`config.mk`:
```
export PLATFORM = sky130hd
export DESIGN_NAME = exc_ctrl
export DESIGN_NICKNAME = d
export VERILOG_FILES = /design/src/rtl/exc_ctrl_pkg.sv /design/src/rtl/exc_ctrl_sync2.sv /design/src/rtl/exc_ctrl.sv
export SDC_FILE = /design/constraint.sdc
export NUM_CORES = 1
export LEC_CHECK = 0
export BUFFER_PORTS_ARGS = -buffer_cell sky130_fd_sc_hd__buf_4
export CORE_AREA = 5 5 124 79
export DETAILED_ROUTE_END_ITERATION = 10
export DIE_AREA = 0 0 129 84
export PLACE_DENSITY = 0.87
export SKIP_CTS_REPAIR_TIMING = 1
export SLEW_MARGIN = 20
export SYNTH_ARGS = -nofsm -noshare
export SYNTH_HDL_FRONTEND = slang
export SYNTH_SLANG_ARGS = --single-unit
```
`constraint.sdc`:
```
create_clock -name clk -period 2.15 [get_ports clk]
set_clock_uncertainty 0.2 [all_clocks]
set_input_delay 0.215 -clock clk [delete_from_list [all_inputs] [get_ports clk]]
set_output_delay 0.215 -clock clk [all_outputs]
set_load 0.01 [all_outputs]
```
`src/rtl/exc_ctrl_pkg.sv`:
```
// Shared definitions for the exception/interrupt sequencer:
// cause codes, CP0 status bit positions and the FSM state encoding.
package exc_ctrl_pkg;

    localparam logic [31:0] EXC_VECTOR_DEF = 32'h0040_0004;

    localparam logic [4:0] CAUSE_SYS_DEF = 5'd8;
    localparam logic [4:0] CAUSE_BRK_DEF = 5'd9;
    localparam logic [4:0] CAUSE_TEQ_DEF = 5'd13;
    localparam logic [4:0] CAUSE_INT_DEF = 5'd0;

    // CP0 status bit positions used for masking
    localparam int ST_IE  = 0;
    localparam int ST_SYS = 1;
    localparam int ST_BRK = 2;
    localparam int ST_TEQ = 3;
    localparam int ST_INT = 4;

    typedef enum logic [2:0] {
        S_IDLE = 3'd0,
        S_TAKE = 3'd1,
        S_VEC  = 3'd2,
        S_ERET = 3'd3,
        S_RET  = 3'd4
    } exc_state_e;

endpackage

```
`src/rtl/exc_ctrl_sync2.sv`:
```
// Two-flop synchroniser for the asynchronous external interrupt level.
module exc_ctrl_sync2 (
    input  logic clk,
    input  logic rst,
    input  logic d_i,
    output logic q_o
);

    logic meta_q;
    logic sync_q;

    // Two register stages; first stage may go metastable, second is used.
    always_ff @(posedge clk or posedge rst) begin
        if (rst) begin
            meta_q <= 1'b0;
            sync_q <= 1'b0;
        end else begin
            meta_q <= d_i;
            sync_q <= meta_q;
        end
    end

    assign q_o = sync_q;

endmodule

```
`src/rtl/exc_ctrl.sv`:
```
// Exception/interrupt sequencer between the multi-cycle CPU control unit
// and the CP0 register file. Detects masked traps/interrupts at instruction
// boundaries, pulses the CP0 strobes and redirects the PC.
//
// state | meaning
// ------+-------------------------------------------------------------
// IDLE  | running; detect events on instr_done, pass mtc0 through
// TAKE  | pulse cp0_exception with latched cause and pc, stall CPU
// VEC   | redirect PC to the exception vector
// ERET  | pulse cp0_eret, capture EPC from CP0, stall CPU
// RET   | redirect PC to the captured EPC
module exc_ctrl
    import exc_ctrl_pkg::*;
#(
    parameter logic [31:0] EXC_VECTOR = EXC_VECTOR_DEF,
    parameter logic [4:0]  CAUSE_SYS  = CAUSE_SYS_DEF,
    parameter logic [4:0]  CAUSE_BRK  = CAUSE_BRK_DEF,
    parameter logic [4:0]  CAUSE_TEQ  = CAUSE_TEQ_DEF,
    parameter logic [4:0]  CAUSE_INT  = CAUSE_INT_DEF
) (
    input  logic        clk,
    input  logic        rst,
    input  logic        instr_done,
    input  logic [31:0] pc,
    input  logic        sys_req,
    input  logic        brk_req,
    input  logic        teq_req,
    input  logic        eret_req,
    input  logic        mtc0_req,
    input  logic        intr,
    input  logic        timer_int,
    input  logic [31:0] status,
    input  logic [31:0] exc_addr,
    output logic        cp0_exception,
    output logic [4:0]  cp0_cause,
    output logic [31:0] cp0_epc,
    output logic        cp0_eret,
    output logic        cp0_mtc0,
    output logic        cpu_stall,
    output logic        redirect_valid,
    output logic [31:0] redirect_pc
);

    exc_state_e  state_q, state_d;
    logic [4:0]  cause_q, cause_d;
    logic [31:0] pc_q, pc_d;
    logic [31:0] epc_q, epc_d;

    logic intr_sync;
    logic glb_en;
    logic teq_hit, brk_hit, sys_hit, int_hit;
    logic evt_trap, evt_eret, evt_int;
    logic [4:0] evt_cause;
    logic unused_status;

    exc_ctrl_sync2 u_sync2 (
        .clk (clk),
        .rst (rst),
        .d_i (intr),
        .q_o (intr_sync)
    );

    // Upper status bits belong to CP0 and are not used here.
    assign unused_status = ^status[31:5];

    // Status is only sampled in IDLE, so the shift CP0 applies at the
    // TAKE/ERET edge cannot retrigger before the redirect completes.
    assign glb_en  = status[ST_IE];
    assign teq_hit = glb_en & status[ST_TEQ] & teq_req;
    assign brk_hit = glb_en & status[ST_BRK] & brk_req;
    assign sys_hit = glb_en & status[ST_SYS] & sys_req;
    assign int_hit = glb_en & status[ST_INT] & (intr_sync | timer_int);

    assign evt_trap = instr_done & (teq_hit | brk_hit | sys_hit);
    assign evt_eret = instr_done & eret_req & ~evt_trap;
    assign evt_int  = instr_done & int_hit & ~evt_trap & ~eret_req;

    // Fixed priority teq > brk > sys; interrupts only when no trap won.
    always_comb begin
        evt_cause = CAUSE_INT;
        if (teq_hit) begin
            evt_cause = CAUSE_TEQ;
        end else if (brk_hit) begin
            evt_cause = CAUSE_BRK;
        end else if (sys_hit) begin
            evt_cause = CAUSE_SYS;
        end
    end

    // State and latched exception context; reset abandons any operation.
    always_ff @(posedge clk or posedge rst) begin
        if (rst) begin
            state_q <= S_IDLE;
            cause_q <= 5'd0;
            pc_q    <= 32'd0;
            epc_q   <= 32'd0;
        end else begin
            state_q <= state_d;
            cause_q <= cause_d;
            pc_q    <= pc_d;
            epc_q   <= epc_d;
        end
    end

    // Next-state and strobe generation.
    always_comb begin
        state_d        = state_q;
        cause_d        = cause_q;
        pc_d           = pc_q;
        epc_d          = epc_q;
        cp0_exception  = 1'b0;
        cp0_cause      = 5'd0;
        cp0_epc        = 32'd0;
        cp0_eret       = 1'b0;
        cp0_mtc0       = 1'b0;
        cpu_stall      = 1'b0;
        redirect_valid = 1'b0;
        redirect_pc    = 32'd0;

        case (state_q)
            S_IDLE: begin
                // Gated by rst so the detect-cycle stall and the mtc0
                // pass-through also read 0 while reset is held.
                if (!rst) begin
                    if (evt_trap || evt_int) begin
                        state_d   = S_TAKE;
                        cause_d   = evt_cause;
                        pc_d      = pc;
                        cpu_stall = 1'b1;
                    end else if (evt_eret) begin
                        state_d   = S_ERET;
                        cpu_stall = 1'b1;
                    end else begin
                        // CP0 favours mtc0, so it only passes with no event.
                        cp0_mtc0 = mtc0_req;
                    end
                end
            end
            S_TAKE: begin
                cp0_exception = 1'b1;
                cp0_cause     = cause_q;
                cp0_epc       = pc_q;
                cpu_stall     = 1'b1;
                state_d       = S_VEC;
            end
            S_VEC: begin
                redirect_valid = 1'b1;
                redirect_pc    = EXC_VECTOR;
                state_d        = S_IDLE;
            end
            S_ERET: begin
                cp0_eret  = 1'b1;
                cpu_stall = 1'b1;
                epc_d     = exc_addr;
                state_d   = S_RET;
            end
            S_RET: begin
                redirect_valid = 1'b1;
                redirect_pc    = epc_q;
                state_d        = S_IDLE;
            end
            default: begin
                state_d = S_IDLE;
            end
        endcase
    end

endmodule

```
# Word-level counts from Yosys, hierarchy flattened
# Cells that the tools add are included.
[totals]
wordCells = 59
inputBits = 106
reg_bits = 74
[op_classes]
muxes = 21
bitwise_logic = 20
reduce_logical = 6
n_eq_ne = 6
[ops]
columns = ["cell", "count"]
rows = [
  ["case mux 32 bit (2 select lines)", 1],
  ["two-way mux 32 bit", 1],
  ["AND 1 bit", 14],
  ["two-way mux 4 bit", 3],
  ["two-way mux 1 bit", 10],
  ["two-way mux 3 bit", 3],
  ["case mux 3 bit (3 select lines)", 1],
  ["equality test 3 x 2 -> 1 bit, second input constant", 2],
  ["two-way mux 5 bit", 1],
  ["OR reduction 2 bit", 2],
  ["equality test 3 x 1 -> 1 bit, second input constant", 1],
  ["equality test 3 bit, second input constant", 1],
  ["logical NOT 3 bit", 1],
  ["inequality test 3 bit, second input constant", 1],
  ["inverter 1 bit", 3],
  ["OR 1 bit", 3],
  ["AND reduction 3 bit", 1],
  ["inequality test 2 bit, second input constant", 1],
  ["case mux 1 bit (2 select lines)", 1],
  ["AND reduction 2 bit", 1],
  ["logical OR 1 bit", 1],
]

# Depth between registers and ports, before layout
[depth]
depth_word = 12
depth_mapped = 6
mapped_depth_nobuf = 4

# Cells and area by module
# A second synthesis with hierarchy kept.
[hier_totals]
cells_unflattened = 257
hier_area_um2 = 3373.2
[by_module_without_submodules]
columns = ["module", "cells_per_inst", "area_each_um2", "instances"]
rows = [
  ["exc_ctrl", 254, 3319.4, 1],
  ["exc_ctrl_sync2", 3, 53.8, 1],
]

# Least setup slack after synthesis
# No wires, ideal clock.
[synth_path]
path_type = "in2reg"
start = "in rst"
end = "reg state_q[1]"
required_time_ps = 1878
slack_ps = -139
setup_ps = 72
cell_stages = 2
t_arrival_ps = 2017
cell_sequence = "inv_1 a41o_1"
[synth_via]
elab_chain_cells = 2
[synth_lines]
columns = ["element", "line_no", "text"]
rows = [
  ["start: declaration", "exc_ctrl.sv:22", "input logic rst,"],
  ["inequality test 2 bit (no source line)", "-", ""],
  ["AND reduction 2 bit (no source line)", "-", ""],
  ["end signal: assignment", "exc_ctrl.sv:98", "state_q <= state_d;"],
  ["end: declaration", "exc_ctrl.sv:44", "exc_state_e state_q, state_d;"],
]
# Every way passes these cells.
# A chain may end at the register's enable or synchronous reset.

# Final worst setup path
[layout_path]
start = "reg state_q[1]"
end = "out redirect_pc[20]"
[layout_via]
elab_chain_cells = 2
[layout_lines]
columns = ["element", "line_no", "text"]
rows = [
  ["equality test 3 bit or equality test 3 x 2 -> 1 bit (tied branches)", "exc_ctrl.sv:120", "case (state_q)"],
  ["case mux 32 bit (2 select lines) (*)", "exc_ctrl.sv:120", ""],
  ["end: declaration", "exc_ctrl.sv:41", "output logic [31:0] redirect_pc"],
]
# Mark *: on every way between the ends. The rest lies on a longest branch, timed or not.

==> flow_summary.yaml <==
grt:
  grt_pass1_vias: 2641
  grt_usage_pct: 15.9
  grt_overflow: 0
  grt_max_degree: 38
  antenna_found_initial: 0
  grt_pass1_wl_mm: 13.7
clock_tree:
  clk_latency_ns: 0.33
  clkSlewWorstSetupHoldPaths_ns: 0.05
  cts-root-buf: "clkbuf_16"
  cts_sinks: 72
  cts_tree: "yes"
  numCtsBuffers: 9
  cts_max_level: 3
  clock_path_buffers: 2
timing:
  finalCriticalPeriod_ns: 2.16
  fin_setup_tns_ns: -0.0500
  drv_slew: 0
  min_period_over_period_pct: 101
  max_freq_mhz: 463
  rsz0062_at_grt: "true"
  setup_viol: 11
  setup_ws_ns: -0.0118
  hold_viol: 0
outcome:
  violations: "setup timing"
  status: "complete, but fails checks"
die:
  die_height_um: 84
  core_mm2: 0.00872
  row_count: 27
  die_w_um: 129
  dieArea_mm2: 0.0108
  start_util_pct: 38.7
  io_pins: 180
flow_run:
  cap_violations: 0
routing:
  drc: 0
  vias: 2811
  drtIter0Drc: 90
  postRouteAntennaNets: 0
  avgRoutedWirePerCell_um: 17.1
  viasPerCell: 4.65
  dr.pass1.iters: 4
  drt_wl_total_mm: 10.3
synthesis:
  synth_seq_cells: 72
  syn-cell-area_mm2: 0.00337
  ys_warn_count: 0
  ys_seq_area_share_pct: 53.5
  synth_cell_types: 28
  avgSynthCellArea_um2: 13.2
  synthCells: 256
hold_path:
  hp-class: "in -> reg"
  min_path_cells: 4
final_layout:
  drive_above_1_share_pct: 57.0
  fin_nets: 592
  n_fill_cell: 630
  diodes: 0
  syn_to_final_growth_pct: 74.6
pwr:
  p_leak_nw: 2.94
  ir_drop_mv: 0.482
  power.density_mw_per_mm2: 777
  total_power_mw: 4.57
critical_path:
  worstPathRequired_ns: 1.74
  worstSetupPathType: "reg -> out"
  worstPathArrival_ns: 1.75
  path_max_fanout: 7
  startpoint_type: "flip-flop"
  r2r.worst_path.cells: 6
  crit_path_end_kind: "output port"
placement:
  numPortBuffers: 150
  gp_congestion: 0.742
  hpwl_mm: 6.21
flip-flops by register name, summed over array words and instances, names as in the netlist:
register / count
cause_q: 3
u_sync2.meta_q: 1
pc_q: 32
u_sync2.q_o: 1
epc_q: 32
state_q: 3
through the flow:
step	worst slack (ns)	util, %	hold slack (ns)	instance area [um^2]	std cells
finish	-0.0118	67.5	0.0682	5880	604
floorplan	0.212	-	0.0464	3380	257
global placement	0.243	53.4	0.129	4650	516
CTS	-0.0469	56.6	-0.217	4930	529
global route	-0.0743	67.5	0.111	5880	604
detailed placement	0.196	53.4	0.130	4650	516
final cells by class:
cell class                 count  area, um^2  share of cell area (%)
timing repair buffer         233        2090                    35.5
sequential                    72        1800                    30.7
multi-input combinational    167        1540                    26.2
clock buffer                  13         280                    4.76
tap                          116         145                    2.47
inverter                       3        20.0                   0.340
where the power goes:
group / internal, mW / total [mW] / switching, mW
Combinational: 0.759 / 1.11 / 0.354
Sequential: 1.82 / 2.07 / 0.247
Clock: 0.887 / 1.39 / 0.507
Total: 3.47 / 4.57 / 1.11
synthesized netlist by cell type:
library cell | number | area (um^2)
nand2_1 | 5 | 18.8
buf_2 | 3 | 15.0
conb_1 | 1 | 3.75
o211a_1 | 1 | 10.0
dfrtp_1 | 72 | 1800
nor3_1 | 1 | 5.00
and3b_1 | 1 | 8.76
mux2_2 | 35 | 394
o21a_1 | 1 | 7.51
a21o_1 | 2 | 15.0
nand2b_1 | 2 | 12.5
mux2_4 | 29 | 435
clkbuf_1 | 6 | 22.5
buf_6 | 4 | 45.0
nor2_1 | 6 | 22.5
nand2_2 | 1 | 6.26
and2_1 | 66 | 413
a41o_1 | 1 | 10.0
buf_4 | 2 | 15.0
nand3_1 | 2 | 10.0
a22o_1 | 1 | 8.76
o21ai_0 | 4 | 20.0
o211ai_1 | 1 | 7.51
o31ai_1 | 1 | 7.51
nor4_4 | 1 | 21.3
nor2b_1 | 1 | 6.26
a21oi_1 | 3 | 15.0
inv_1 | 3 | 11.3
metal layers:
| layer | part of all wire [%] | track usage (%) | routed length [um] | vias to the layer above |
|---|---|---|---|---|
| met5 | 0 | 0 | 0 | - |
| met4 | 1.7 | 4.86 | 171 | 0 |
| met3 | 6.1 | 5.12 | 627 | 17 |
| met2 | 52 | 25.8 | 5400 | 96 |
| met1 | 40 | 20.1 | 4140 | 1384 |
| li1 | - | - | - | 1314 |
worst paths after layout:
kind,from,endpoint,slack [ns]
worst max-delay path,state_q[1],redirect_pc[20],-0.01
worst min-delay path,status[3],cause_q[2],0.07
worst max register to register,u_sync2.q_o,pc_q[17],0.13
worst min register to register,u_sync2.meta_q,u_sync2.q_o,0.16
max in group asynchronous,rst,state_q[2],0.89
min in group asynchronous,rst,state_q[1],0.50
layout by cell type, fill, tap and decap left out, types with 2 or more instances in the layout:
cell           netlist  final
dlygate4sd3_1        0     67
dfrtp_2              0      2
a21oi_1              3      3
buf_12               0      3
nor2_2               0      2
clkbuf_8             0      4
mux2_2              35     35
mux2_4              29     29
o21ai_0              4      3
conb_1               1      2
and2_4               0     22
buf_6                4     23
buf_8                0      2
buf_4                2    136
and2_1              66     44
nor2_1               6      3
clkbuf_16            0     11
dfrtp_1             72     70
nand3_1              2      2
nand2_1              5      4
worst max-delay path: stages (launching register included):
cell and delay [ns]:
dfrtp_1 0.41, buf_6 0.15, inv_6 0.06, nand2_4 0.06, nor2_4 0.28, clkbuf_16 0.22
and2_1 0.12, buf_4 0.11
kinds of logic after synthesis:
| group | synth area share [%] |
|---|---|
| buffers and inverters | 3.23 |
| DFF | 53.5 |
| AOI/OAI and AO/OA | 3.01 |
| muxes | 24.6 |
| other | 0.111 |
| and+or+nand+nor | 15.6 |
Power figures use the tool's default switching activity.
